[src/rtl/cpu_pkg.sv]
// rtl/cpu_pkg.sv - shared pipeline constants, exception codes and multi-cycle unit state
package cpu_pkg;

  localparam int MC_DIV = 0;
  localparam int MC_MUL = 1;

  localparam int STG_IF  = 0;
  localparam int STG_ID  = 1;
  localparam int STG_EX  = 2;
  localparam int STG_MEM = 3;
  localparam int STG_WB  = 4;

  localparam logic [31:0] EXC_NONE           = 32'h0000_0000;
  localparam logic [31:0] EXC_ERET           = 32'h0000_000E;
  localparam logic [31:0] EXC_VECTOR_DEFAULT = 32'hBFC0_0380;

  typedef enum logic [1:0] {
    MC_IDLE = 2'd0,
    MC_BUSY = 2'd1,
    MC_DONE = 2'd2
  } mc_state_e;

  // ERET returns to EPC; every other nonzero code goes to the common vector.
  function automatic logic [31:0] exc_target(input logic [31:0] code,
                                             input logic [31:0] epc,
                                             input logic [31:0] vector,
                                             input logic [31:0] eret);
    if (code == EXC_NONE) return 32'h0000_0000;
    if (code == eret) return epc;
    return vector;
  endfunction

endpackage

[src/rtl/mc_tracker.sv]
// rtl/mc_tracker.sv - start/busy/done tracking for one multi-cycle EX unit
module mc_tracker
  import cpu_pkg::*;
(
  input  logic clk,
  input  logic resetn,
  input  logic req,
  input  logic ready,
  input  logic fire,
  input  logic mem_busy,
  input  logic ex_adv,
  output logic start,
  output logic cancel,
  output logic stall_out
);

  mc_state_e state_q;

  always_ff @(posedge clk) begin
    if (!resetn) begin
      state_q <= MC_IDLE;
    end else if (fire) begin
      state_q <= MC_IDLE;
    end else begin
      case (state_q)
        MC_IDLE: if (req && !mem_busy) state_q <= MC_BUSY;
        MC_BUSY: if (ready) state_q <= MC_DONE;
        MC_DONE: if (ex_adv) state_q <= MC_IDLE;
        default: state_q <= MC_IDLE;
      endcase
    end
  end

  // Start must coincide with the IDLE->BUSY edge, so it is decoded from the current state.
  assign start     = resetn && (state_q == MC_IDLE) && req && !fire && !mem_busy;
  assign cancel    = resetn && (state_q == MC_BUSY) && fire;
  assign stall_out = ((state_q == MC_IDLE) && req) || (state_q == MC_BUSY);

endmodule

[src/rtl/pipeline_ctrl.sv]
// rtl/pipeline_ctrl.sv - stall/flush controller for the 5-stage pipeline
module pipeline_ctrl
  import cpu_pkg::*;
#(
  parameter int          N_MC       = 2,
  parameter int          REG_W      = 5,
  parameter logic [31:0] EXC_VECTOR = EXC_VECTOR_DEFAULT,
  parameter logic [31:0] ERET_CODE  = EXC_ERET,
  parameter int          CNT_W      = 32
) (
  input  logic             clk,
  input  logic             resetn,
  input  logic [REG_W-1:0] id_rs,
  input  logic [REG_W-1:0] id_rt,
  input  logic [REG_W-1:0] ex_rt,
  input  logic             ex_rmem,
  input  logic [N_MC-1:0]  ex_mc_req,
  input  logic [N_MC-1:0]  mc_ready,
  output logic [N_MC-1:0]  mc_start,
  output logic [N_MC-1:0]  mc_cancel,
  input  logic             stallreq_from_if,
  input  logic             stallreq_from_mem,
  input  logic [31:0]      mem_excepttype,
  input  logic [31:0]      mem_cp0_epc,
  output logic [4:0]       stall,
  output logic [4:0]       flush,
  output logic [31:0]      mem_newpc,
  output logic [CNT_W-1:0] stall_cycles
);

  logic            exc_fire;
  logic            lu;
  logic            mcs;
  logic            ex_adv;
  logic [N_MC-1:0] mc_stall;
  logic [CNT_W-1:0] stall_cycles_q;

  // An exception in MEM cannot be taken while the data bus is still busy.
  assign exc_fire = (mem_excepttype != EXC_NONE) && !stallreq_from_mem;
  assign lu       = ex_rmem && (ex_rt != '0) && ((ex_rt == id_rs) || (ex_rt == id_rt));
  assign mcs      = |mc_stall;
  assign ex_adv   = !stall[STG_EX];

  for (genvar i = 0; i < N_MC; i++) begin : g_mc
    mc_tracker u_mc_tracker (
      .clk       (clk),
      .resetn    (resetn),
      .req       (ex_mc_req[i]),
      .ready     (mc_ready[i]),
      .fire      (exc_fire),
      .mem_busy  (stallreq_from_mem),
      .ex_adv    (ex_adv),
      .start     (mc_start[i]),
      .cancel    (mc_cancel[i]),
      .stall_out (mc_stall[i])
    );
  end

  always_comb begin
    stall = '0;
    flush = '0;
    if (!resetn || exc_fire) begin
      flush = '1;
    end else begin
      stall[STG_IF]  = lu || mcs || stallreq_from_if || stallreq_from_mem;
      stall[STG_ID]  = lu || mcs || stallreq_from_if || stallreq_from_mem;
      stall[STG_EX]  = mcs || stallreq_from_mem;
      stall[STG_MEM] = mcs || stallreq_from_mem;
      // The load-use bubble waits until nothing downstream of ID is holding.
      flush[STG_EX]  = lu && !mcs && !stallreq_from_mem;
      flush[STG_WB]  = stallreq_from_mem;
    end
  end

  assign mem_newpc = resetn ? exc_target(mem_excepttype, mem_cp0_epc, EXC_VECTOR, ERET_CODE)
                            : 32'h0000_0000;

  always_ff @(posedge clk) begin
    if (!resetn) begin
      stall_cycles_q <= '0;
    end else if (stall[STG_IF]) begin
      stall_cycles_q <= stall_cycles_q + CNT_W'(1);
    end
  end

  assign stall_cycles = stall_cycles_q;

endmodule

[config.mk]
export PLATFORM = sky130hd
export DESIGN_NAME = pipeline_ctrl
export DESIGN_NICKNAME = d
export VERILOG_FILES = /design/src/rtl/cpu_pkg.sv /design/src/rtl/mc_tracker.sv /design/src/rtl/pipeline_ctrl.sv
export SDC_FILE = /design/constraint.sdc
export NUM_CORES = 1
export LEC_CHECK = 0
export ABC_AREA = 1
export BUFFER_PORTS_ARGS = -buffer_cell sky130_fd_sc_hd__buf_2
export CORE_MARGIN = 2
export CORE_UTILIZATION = 25
export DETAILED_ROUTE_END_ITERATION = 12
export PLACE_DENSITY = 0.64
export SYNTH_ARGS = -nofsm -noshare
export SYNTH_HDL_FRONTEND = slang
export SYNTH_HIERARCHICAL = 1
export SYNTH_SLANG_ARGS = --single-unit
[constraint.sdc]
create_clock -name clk -period 1.5 [get_ports clk]
set_clock_uncertainty 0.05 [all_clocks]
set_input_delay 0.15 -clock clk [delete_from_list [all_inputs] [get_ports clk]]
set_output_delay 0.15 -clock clk [all_outputs]
set_load 0.05 [all_outputs]
==> results of run 1 <==
-- stage by stage --
step / hold slack (ns) / instances / util (%)
global placement: 0.4010 / 888 / 38.84
detailed placement: 0.4112 / 888 / 38.84
global route: 0.1288 / 912 / 49.12
finish: 0.1156 / 912 / 49.12
CTS: 0.1149 / 904 / 44.64
floorplan: 0.2338 / 550 / -
-- sequential cells by signal, summed over array words and instances, names as in the netlist --
name / count
stall_cycles: 32
g_mc.u_mc_tracker/state_q: 4
-- cell families (layout without fill, tap and decap cells) --
group | count (synthesis) | count (layout) | synth area share [%]
AOI/OAI and AO/OA | 40 | 40 | 6.845
xor gates and xnor gates | 18 | 18 | 5.196
adders and majority gates | 1 | 1 | 0.4123
buffers and inverters | 62 | 277 | 9.443
DFF | 36 | 36 | 23.75
other | 1 | 1 | 0.1236
and+or+nand+nor | 392 | 392 | 54.23
-- layout make-up --
| class | count | area, µm² | area share [%] |
|---|---|---|---|
| Multi-Input combinational cell | 452 | 2549 | 43.56 |
| Timing Repair Buffer | 231 | 2016 | 34.45 |
| Sequential cell | 36 | 783.3 | 13.39 |
| Tap cell | 147 | 183.9 | 3.144 |
| Inverter | 38 | 162.7 | 2.780 |
| Clock buffer | 8 | 156.4 | 2.673 |
-- worst min-delay path: cells and delay by family --
family | cells | cell delay (ns)
AND/OR/NAND/NOR | 1 | 0.07
buffers and inverters | 2 | 0.12
AO/OA/AOI/OAI | 1 | 0.06
-- worst paths after layout --
check	from	end	slack [ns]
worst max-delay path	mem_excepttype[24]	mem_newpc[10]	-0.19
worst min-delay path	mc_ready[1]	g_mc[1].u_mc_tracker/state_q[0]$_SDFFE_PP0P_	0.12
worst max register to register	g_mc[1].u_mc_tracker/state_q[0]$_SDFFE_PP0P_	stall_cycles[28]$_SDFFE_PN0P_	-0.04
worst min register to register	stall_cycles[30]$_SDFFE_PN0P_	stall_cycles[30]$_SDFFE_PN0P_	0.43
-- Yosys cell counts, drive strengths merged --
| library cell | number |
|---|---|
| buf | 20 |
| nor4b | 1 |
| nand2 | 193 |
| nand4 | 3 |
| nand3 | 46 |
| o21ai | 4 |
| nor3 | 2 |
| clkbuf | 4 |
| conb | 1 |
| dfxtp | 36 |
| a21oi | 36 |
| nand3b | 10 |
| xor2 | 12 |
| inv | 38 |
| nor2 | 137 |
| ha | 1 |
| xnor2 | 6 |
-- where the power goes --
part / internal (mW) / switching [mW] / total, mW
clock network: 0.707 / 0.383 / 1.09
registers: 0.956 / 0.0132 / 0.969
logic: 0.352 / 0.450 / 0.802
total: 2.01 / 0.846 / 2.86
-- timing repair --
item,CTS,global route
pin swaps,16,38
gates resized for setup,133,101
endpoints found under the setup margin,76,79
buffers inserted,6,4
cloned,2,6
-- per-layer routing --
metal	vias to the layer above	share of wire, %
met5	-	0
met4	0	1.5
met3	14	6.7
met2	153	52
met1	1855	40
li1	2143	-
==> impl_metrics.json, run 1 <==
{
  "drc": 0,
  "cts.htree.levels": 2,
  "clk_pin_slew_ns": 0.06,
  "firstDrtPassIters": 4,
  "n_antenna_cell": 0,
  "hold_path_class": "in -> reg",
  "netlist_area_mm2": 0.003034,
  "cp_cell_sequence": "buf_6, nor2_4, nand2_1, nor2_1, nand2_1, nor3_2, nand2_2, clkinv_4, clkbuf_16, nand2_4, nor2_4, buf_8",
  "io_pins": 166,
  "cp-end-kind": "output port",
  "drv_cap": 0,
  "layout_common_cells": "nand2_1, buf_2, nor2_1",
  "postLayoutCellArea_mm2": 0.005851,
  "cts_tree": "built",
  "grt_pass1_wl_mm": 18.24,
  "syn_inst": 550,
  "finalHoldViolCount": 0,
  "layout-drive-gt1-share_pct": 51.11,
  "setup_ws_ns": -0.1882,
  "leakagePower_nw": 2.574,
  "fp.coreArea_mm2": 0.01191,
  "hold_path_depth": 4,
  "fill_cells": 1126,
  "root_buffer": "clkbuf_16",
  "grt_max_degree": 31,
  "use_met1_pct": 19.88,
  "rsz0062_at_grt": "yes",
  "vias_per_cell": 4.567,
  "yosysTopAreaCell": "dfxtp_1",
  "syn-num-nets": 639,
  "grt_overflow": 0,
  "drtIter0Drc": 191,
  "yosys-top-cells-area": "dfxtp_1, nand2_1, nor2_1",
  "fin_nets": 853,
  "synth-seq-cells": 36,
  "place_area_mm2": 0.004627,
  "power_density_mw_per_mm2": 488.9,
  "clock_latency_ns": 0.28,
  "via_count": 4165,
  "status": "finished with violations",
  "grtUsageMet2_pct": 33.13,
  "grt.total_usage_pct": 17.18,
  "cts_sinks": 36,
  "area_growth_pct": 92.82,
  "cp_slowest_stage_delay_ns": 0.18,
  "period_share_pct": 112.5,
  "die_w_um": 114.2,
  "busiest_layer": "met2",
  "path_class": "in -> out",
  "post-synth-top-area-fraction_pct": 23.75,
  "required_ns": 1.30,
  "critPathBufInv": 4,
  "power.total_mw": 2.861,
  "violations": "setup timing",
  "crit_fanout": 5,
  "reg2reg_depth": 11,
  "ctsLongestPathBuffers": 2,
  "arrival_ns": 1.49,
  "layout_commonest_cell": "nand2_1",
  "ant_nets": 0,
  "grt_pass1_vias": 3832,
  "fmax_ghz": 0.5923,
  "globalRouteMet3Util_pct": 3.070,
  "cts_hold_buf": 0,
  "port_buffers": 164,
  "die_h_um": 114.2,
  "synth_seq_area_share_pct": 23.75,
  "critPathSlowestCell": "nor3_2",
  "final.setup.tns_ns": -5.730,
  "die-area_mm2": 0.01303,
  "syn_avg_cell_area_um2": 5.517,
  "start_util_pct": 25.47,
  "critPathLaunchType": "primary input",
  "cts_buffers": 5,
  "gp_congestion": 0.8807,
  "setup_viol": 69,
  "path_delay_family": "simple AND/OR/NAND/NOR gates",
  "rows": 40,
  "dp_worst_setup_slack_ns": -0.2391,
  "drv_slew": 0,
  "wire_per_inst_um": 13.77,
  "wl_mm": 12.56,
  "peakVddDrop_v": 0.0005008,
  "dp_hpwl_mm": 8.791,
  "ys_warn_count": 6,
  "period_minus_slack_ns": 1.688,
  "antenna_found_initial": 0,
  "cp.depth": 12,
  "synth.distinct_cells": 27
}
No activity file was read; power rests on OpenSTA's default activity.
==> run 2, diff against run 1 <==
--- a/config.mk
+++ b/config.mk
@@ -7,10 +7,13 @@
 export LEC_CHECK = 0
 export ABC_AREA = 1
 export BUFFER_PORTS_ARGS = -buffer_cell sky130_fd_sc_hd__buf_2
+export CELL_PAD_IN_SITES_DETAIL_PLACEMENT = 0
+export CELL_PAD_IN_SITES_GLOBAL_PLACEMENT = 1
 export CORE_MARGIN = 2
 export CORE_UTILIZATION = 25
 export DETAILED_ROUTE_END_ITERATION = 12
-export PLACE_DENSITY = 0.64
+export PLACE_DENSITY = 0.88
+export RECOVER_POWER = 50
 export SYNTH_ARGS = -nofsm -noshare
 export SYNTH_HDL_FRONTEND = slang
 export SYNTH_HIERARCHICAL = 1
==> impl_metrics.json, run 2 (synthesis results as in run 1) <==
{
  "regToRegSetupSlack_ns": -0.02,
  "wl_mm": 13.40,
  "fill_cells": 1155,
  "grt_overflow": 0,
  "regArea_um2": 782.0,
  "layout-drive-gt1-share_pct": 51.28,
  "cts.htree.levels": 2,
  "hold_path_class": "in -> reg",
  "hp-start": "mc_ready[0]",
  "period_minus_slack_ns": 1.743,
  "clk_pin_slew_ns": 0.06,
  "grt_pass1_vias": 3828,
  "gp_congestion": 0.8616,
  "leakagePower_nw": 2.552,
  "setup_ws_ns": -0.2427,
  "setup_viol": 77,
  "cp-end-kind": "output port",
  "firstDrtPassIters": 5,
  "final.setup.tns_ns": -8.660,
  "cp_slowest_stage_delay_ns": 0.20,
  "multi_input_area_mm2": 0.002525,
  "power_density_mw_per_mm2": 487.5,
  "worstReg2RegStart": "g_mc[0].u_mc_tracker/state_q[0]$_SDFFE_PP0P_",
  "grt.total_usage_pct": 17.69,
  "grt_max_degree": 31,
  "rr_endpoint": "stall_cycles[25]$_SDFFE_PN0P_",
  "die_h_um": 114.2,
  "rows": 40,
  "dp_worst_setup_slack_ns": -0.2567,
  "clock_latency_ns": 0.28,
  "port_buffers": 164,
  "area_growth_pct": 97.94,
  "layout_commonest_cell": "nand2_1",
  "violations": "setup timing",
  "path_class": "in -> out",
  "drc": 0,
  "vias_per_cell": 4.606,
  "ant_nets": 0,
  "path_delay_family": "simple AND/OR/NAND/NOR gates",
  "fp.coreArea_mm2": 0.01191,
  "fin_nets": 868,
  "crit_fanout": 5,
  "via_count": 4270,
  "cts_sinks": 36,
  "cts_tree": "built",
  "antenna_found_initial": 0,
  "ctsLongestPathBuffers": 2,
  "finalHoldViolCount": 0,
  "hold_path_depth": 3,
  "tightest_slew_ns": 0.6439,
  "reg2reg_depth": 10,
  "rsz0062_at_grt": "yes",
  "required_ns": 1.30,
  "layout_common_cells": "nand2_1, buf_2, nor2_1, buf_6, buf_4",
  "start_util_pct": 25.47,
  "largest_reg_flops": 32,
  "root_buffer": "clkbuf_16",
  "grt_pass1_wl_mm": 18.62,
  "drtIter0Drc": 195,
  "critPathSlowestCell": "nor3_2",
  "cts_buffers": 5,
  "fmax_ghz": 0.5738,
  "whs_endpoint": "g_mc[0].u_mc_tracker/state_q[1]$_SDFFE_PP0P_",
  "n_antenna_cell": 0,
  "wire_per_inst_um": 14.46,
  "io_pins": 166,
  "slew_headroom_pct": 57.25,
  "drv_slew": 0,
  "status": "finished with violations",
  "peakVddDrop_v": 0.0003851,
  "critPathBufInv": 4,
  "critPathLaunchType": "primary input",
  "cp_cell_sequence": "buf_6, nor2_1, nand2_1, nor2_2, nand2_2, nor3_2, nand2_2, clkinv_4, clkbuf_16, nand2_1, nor2_4, buf_6",
  "die_w_um": 114.2,
  "cts_hold_buf": 0,
  "die-area_mm2": 0.01303,
  "dp_hpwl_mm": 8.846,
  "arrival_ns": 1.54,
  "period_share_pct": 116.2,
  "drv_cap": 0
}
==> run 2: cell count changes in the layout (fill, tap and decap cells not counted), sizes merged <==
cell,change
clkbuf,+20
buf,-5
==> run 2: how the worst max path moves through the flow <==
stage / slack, ns / end / start / cells past startpoint
5_1_grt: -0.34 / mem_newpc[10] / mem_excepttype[16] / 12
4_1_cts: -0.19 / stall[0] / g_mc[1].u_mc_tracker/state_q[0]$_SDFFE_PP0P_ / 9
6_report: -0.24 / mem_newpc[10] / mem_excepttype[26] / 12
3_5_place_dp: -0.26 / mem_newpc[19] / mem_excepttype[31] / 12
2_1_floorplan: -0.15 / flush[1] / mem_excepttype[31] / 10
3_3_place_gp: -0.24 / mem_newpc[6] / mem_excepttype[31] / 12
==> run 2: what timing repair did <==
action | in CTS | in global routing
setup endpoints to repair | 74 | 78
hold endpoints to repair | 0 | 0
setup buffers | 14 | 4
cloned | 3 | 8
pin swaps | 17 | 25
resized for setup | 153 | 97
==> run 2: report_power, final <==
part           switching [mW]  internal, mW
registers              0.0122         0.955
logic                   0.467         0.390
clock network           0.396         0.707
==> run 2: tightest hold or removal path, stage by stage <==
cell     delay (ns)
buf_2          0.10
nand3_1        0.09
a21oi_2        0.05
==> run 2: cell type report <==
| type | instances | share of cell area (%) |
|---|---|---|
| multi-input cells | 452 | 42.04 |
| clock buffers | 8 | 2.604 |
| inverters | 38 | 2.750 |
| flip-flops and latches | 36 | 13.02 |
| repair buffers | 246 | 36.52 |
| well taps | 147 | 3.062 |
==> run 2: routing by layer <==
metal | global-route usage (%) | part of all wire, %
met5 | 0 | 0
met4 | 4.309 | 2.6
met3 | 3.282 | 6.6
met2 | 32.82 | 51
met1 | 20.95 | 40
==> run 2: metrics by stage <==
stage | cell area, µm² | hold WS, ns | std cells | power, mW | utilization (%)
2_1_floorplan | 3348 | 0.2338 | 550 | 1.350 | -
3_3_place_gp | 4629 | 0.3954 | 890 | 1.572 | 38.87
3_5_place_dp | 4629 | 0.4045 | 890 | 1.574 | 38.87
4_1_cts | 5456 | 0.1088 | 915 | 2.823 | 45.81
5_1_grt | 6006 | 0.1191 | 927 | 3.045 | 50.42
6_report | 6006 | 0.1085 | 927 | 2.928 | 50.42
==> run 3, diff against run 2 <==
--- a/config.mk
+++ b/config.mk
@@ -5,14 +5,13 @@
 export SDC_FILE = /design/constraint.sdc
 export NUM_CORES = 1
 export LEC_CHECK = 0
-export ABC_AREA = 1
 export BUFFER_PORTS_ARGS = -buffer_cell sky130_fd_sc_hd__buf_2
 export CELL_PAD_IN_SITES_DETAIL_PLACEMENT = 0
 export CELL_PAD_IN_SITES_GLOBAL_PLACEMENT = 1
 export CORE_MARGIN = 2
 export CORE_UTILIZATION = 25
 export DETAILED_ROUTE_END_ITERATION = 12
-export PLACE_DENSITY = 0.88
+export PLACE_DENSITY = 0.87
 export RECOVER_POWER = 50
 export SYNTH_ARGS = -nofsm -noshare
 export SYNTH_HDL_FRONTEND = slang
==> impl_metrics.json, run 3 <==
{
  "gp_congestion": 0.8958,
  "dp_cells": 680,
  "antenna_found_initial": 0,
  "drtIter0Drc": 95,
  "port_buffers": 164,
  "start_util_pct": 25.68,
  "syn_inst": 320,
  "synth-seq-cells": 36,
  "vias_per_cell": 5.069,
  "via_count": 3650,
  "root_buffer": "clkbuf_8",
  "arrival_ns": 2.16,
  "slew_headroom_pct": 59.98,
  "dp_hpwl_mm": 7.511,
  "peakVddDrop_v": 0.0002762,
  "worstReg2RegStart": "g_mc[1].u_mc_tracker/state_q[0]$_SDFFE_PP0P_",
  "rsz0062_at_grt": "yes",
  "grt_max_degree": 25,
  "cp_cell_sequence": "nor2_4, nor2_2, or3_4, a311oi_4, buf_4, buf_8, clkbuf_16, o31ai_4, a21oi_2",
  "netlist_area_mm2": 0.002510,
  "fmax_ghz": 0.5045,
  "p_comb_share_pct": 33.5,
  "hp-start": "mc_ready[0]",
  "ctsLongestPathBuffers": 2,
  "grt.total_usage_pct": 21.30,
  "n_antenna_cell": 0,
  "io_pins": 166,
  "ys_warn_count": 6,
  "yosys-top-cells-area": "dfxtp_1, a21oi_1, o31ai_1",
  "pwr-share-seq_pct": 37.9,
  "crit_fanout": 6,
  "cts_buffers": 5,
  "final.setup.tns_ns": -32.32,
  "post-synth-top-area-fraction_pct": 28.71,
  "wl_mm": 12.46,
  "path_class": "reg -> reg",
  "ant_nets": 0,
  "layout_commonest_cell": "buf_2",
  "critPathSlowestCell": "or3_4",
  "die_w_um": 104.2,
  "tightest_slew_ns": 0.6029,
  "cp_slowest_stage_delay_ns": 0.40,
  "required_ns": 1.68,
  "yosysMostFrequentCell": "a21oi_1",
  "fin_cells": 720,
  "crit_path_start": "g_mc[1].u_mc_tracker/state_q[0]$_SDFFE_PP0P_",
  "cts.htree.levels": 2,
  "clk_pin_slew_ns": 0.08,
  "swShare_pct": 34.08,
  "clock_latency_ns": 0.29,
  "yosysTopAreaCell": "dfxtp_1",
  "fin_nets": 675,
  "period_share_pct": 132.1,
  "finalHoldViolCount": 0,
  "syn-num-nets": 409,
  "status": "finished with violations",
  "path_delay_family": "simple AND/OR/NAND/NOR gates",
  "synth_seq_area_share_pct": 28.71,
  "power_density_mw_per_mm2": 420.8,
  "layout_common_cells": "buf_2, buf_4, buf_6, buf_8, and3_4",
  "grt_pass1_wl_mm": 18.85,
  "critPathLaunchType": "flop",
  "p_clk_share_pct": 28.5,
  "fp.coreArea_mm2": 0.009774,
  "drc": 0,
  "firstDrtPassIters": 6,
  "regToRegSetupSlack_ns": -0.48,
  "die-area_mm2": 0.01086,
  "setup_viol": 81,
  "wire_per_inst_um": 17.30,
  "whs_ns": 0.08548,
  "yosys-top-cells-count": "a21oi_1, dfxtp_1, and3_1, o31ai_1, or4_1",
  "cts_tree": "built",
  "hold_path_class": "in -> reg",
  "async_flop_share_pct": 0,
  "layout-drive-gt1-share_pct": 74.45,
  "cellInternalPower_mw": 1.666,
  "setup_ws_ns": -0.4822,
  "leakagePower_nw": 2.519,
  "rows": 36,
  "area_growth_pct": 139.3,
  "largest_reg_flops": 32,
  "die_h_um": 104.2,
  "cts_sinks": 36,
  "drv_slew": 0,
  "cp-end-kind": "flop",
  "period_minus_slack_ns": 1.982,
  "dp_worst_setup_slack_ns": -0.6118,
  "drv_cap": 0,
  "p_sw_uw": 861.7,
  "synth-edff-count": 0,
  "grt_pass1_vias": 3761,
  "syn_avg_cell_area_um2": 7.843,
  "synth.distinct_cells": 42,
  "critPathBufInv": 3,
  "violations": "setup timing",
  "grt_overflow": 0,
  "synthFlopType": "dfxtp_1"
}
==> run 3: cell types whose count changed in the layout (fill, tap and decap cells not counted), sizes merged, moves of 10 or more <==
cell | before | now
nand3 | 46 | 16
or4 | 0 | 22
clkbuf | 33 | 23
and3 | 0 | 24
o31ai | 0 | 22
inv | 35 | 17
xor2 | 12 | 0
buf | 221 | 267
nand2 | 193 | 15
nor2 | 137 | 12
==> run 3: through the flow <==
stage | utilization (%) | area (µm²) | power, mW
floorplan | - | 3022 | 1.355
global route | 61.46 | 6007 | 2.614
CTS | 56.91 | 5563 | 2.469
detailed placement | 45.99 | 4496 | 1.589
global placement | 45.99 | 4496 | 1.571
finish | 61.46 | 6007 | 2.528
==> run 3: area by class of cell <==
type / instances / area (µm²)
Clock buffer: 5 / 68.82
Sequential cell: 36 / 773.2
Timing Repair Buffer: 287 / 2555
Multi-Input combinational cell: 238 / 2354
Tap cell: 133 / 166.4
Fill cell: 784 / 3767
Inverter: 18 / 71.32
Clock inverter: 3 / 18.77
==> run 3: layer usage <==
layer  routed length, µm  track usage [%]
met1                4999            25.80
met2                6559            37.78
met3                 545            3.634
met4                 351            7.625
met5                   0                0
==> run 3: worst paths after layout <==
check | to | cells past startpoint
max reg2reg | stall_cycles[30]$_SDFFE_PN0P_ | 9
min | g_mc[0].u_mc_tracker/state_q[1]$_SDFFE_PP0P_ | 3
max | stall_cycles[30]$_SDFFE_PN0P_ | 9
min reg2reg | stall_cycles[29]$_SDFFE_PN0P_ | 2
==> run 3: logic make-up after synthesis <==
logic type,synth area share [%]
xor+xnor,3.489
mux,1.595
compound gates,19.94
simple gates,37.29
flops,28.71
buf+inv,8.325
other cells,0.1494
fa+ha+maj,0.4984
==> run 3: what timing repair did <==
action / in CTS / in global routing
gates resized for setup: 165 / 80
hold buffers: 0 / 0
pin swaps: 25 / 49
endpoints found under the setup margin: 81 / 81
endpoints found under the hold margin: 0 / 0
gates cloned: 11 / 2
setup buffers: 16 / 7
==> run 3: power groups by stage <==
stage          clock network (mW)  registers (mW)  logic (mW)
2_1_floorplan                   0            1.00       0.352
3_3_place_gp                    0           0.983       0.588
3_5_place_dp                    0           0.984       0.605
4_1_cts                     0.740           0.959       0.770
5_1_grt                     0.762           0.960       0.893
6_report                    0.722           0.958       0.848
==> run 3: tightest hold or removal path: stages <==
cell and delay (ns):
buf_2 0.11, nand3b_1 0.07, a21oi_1 0.06
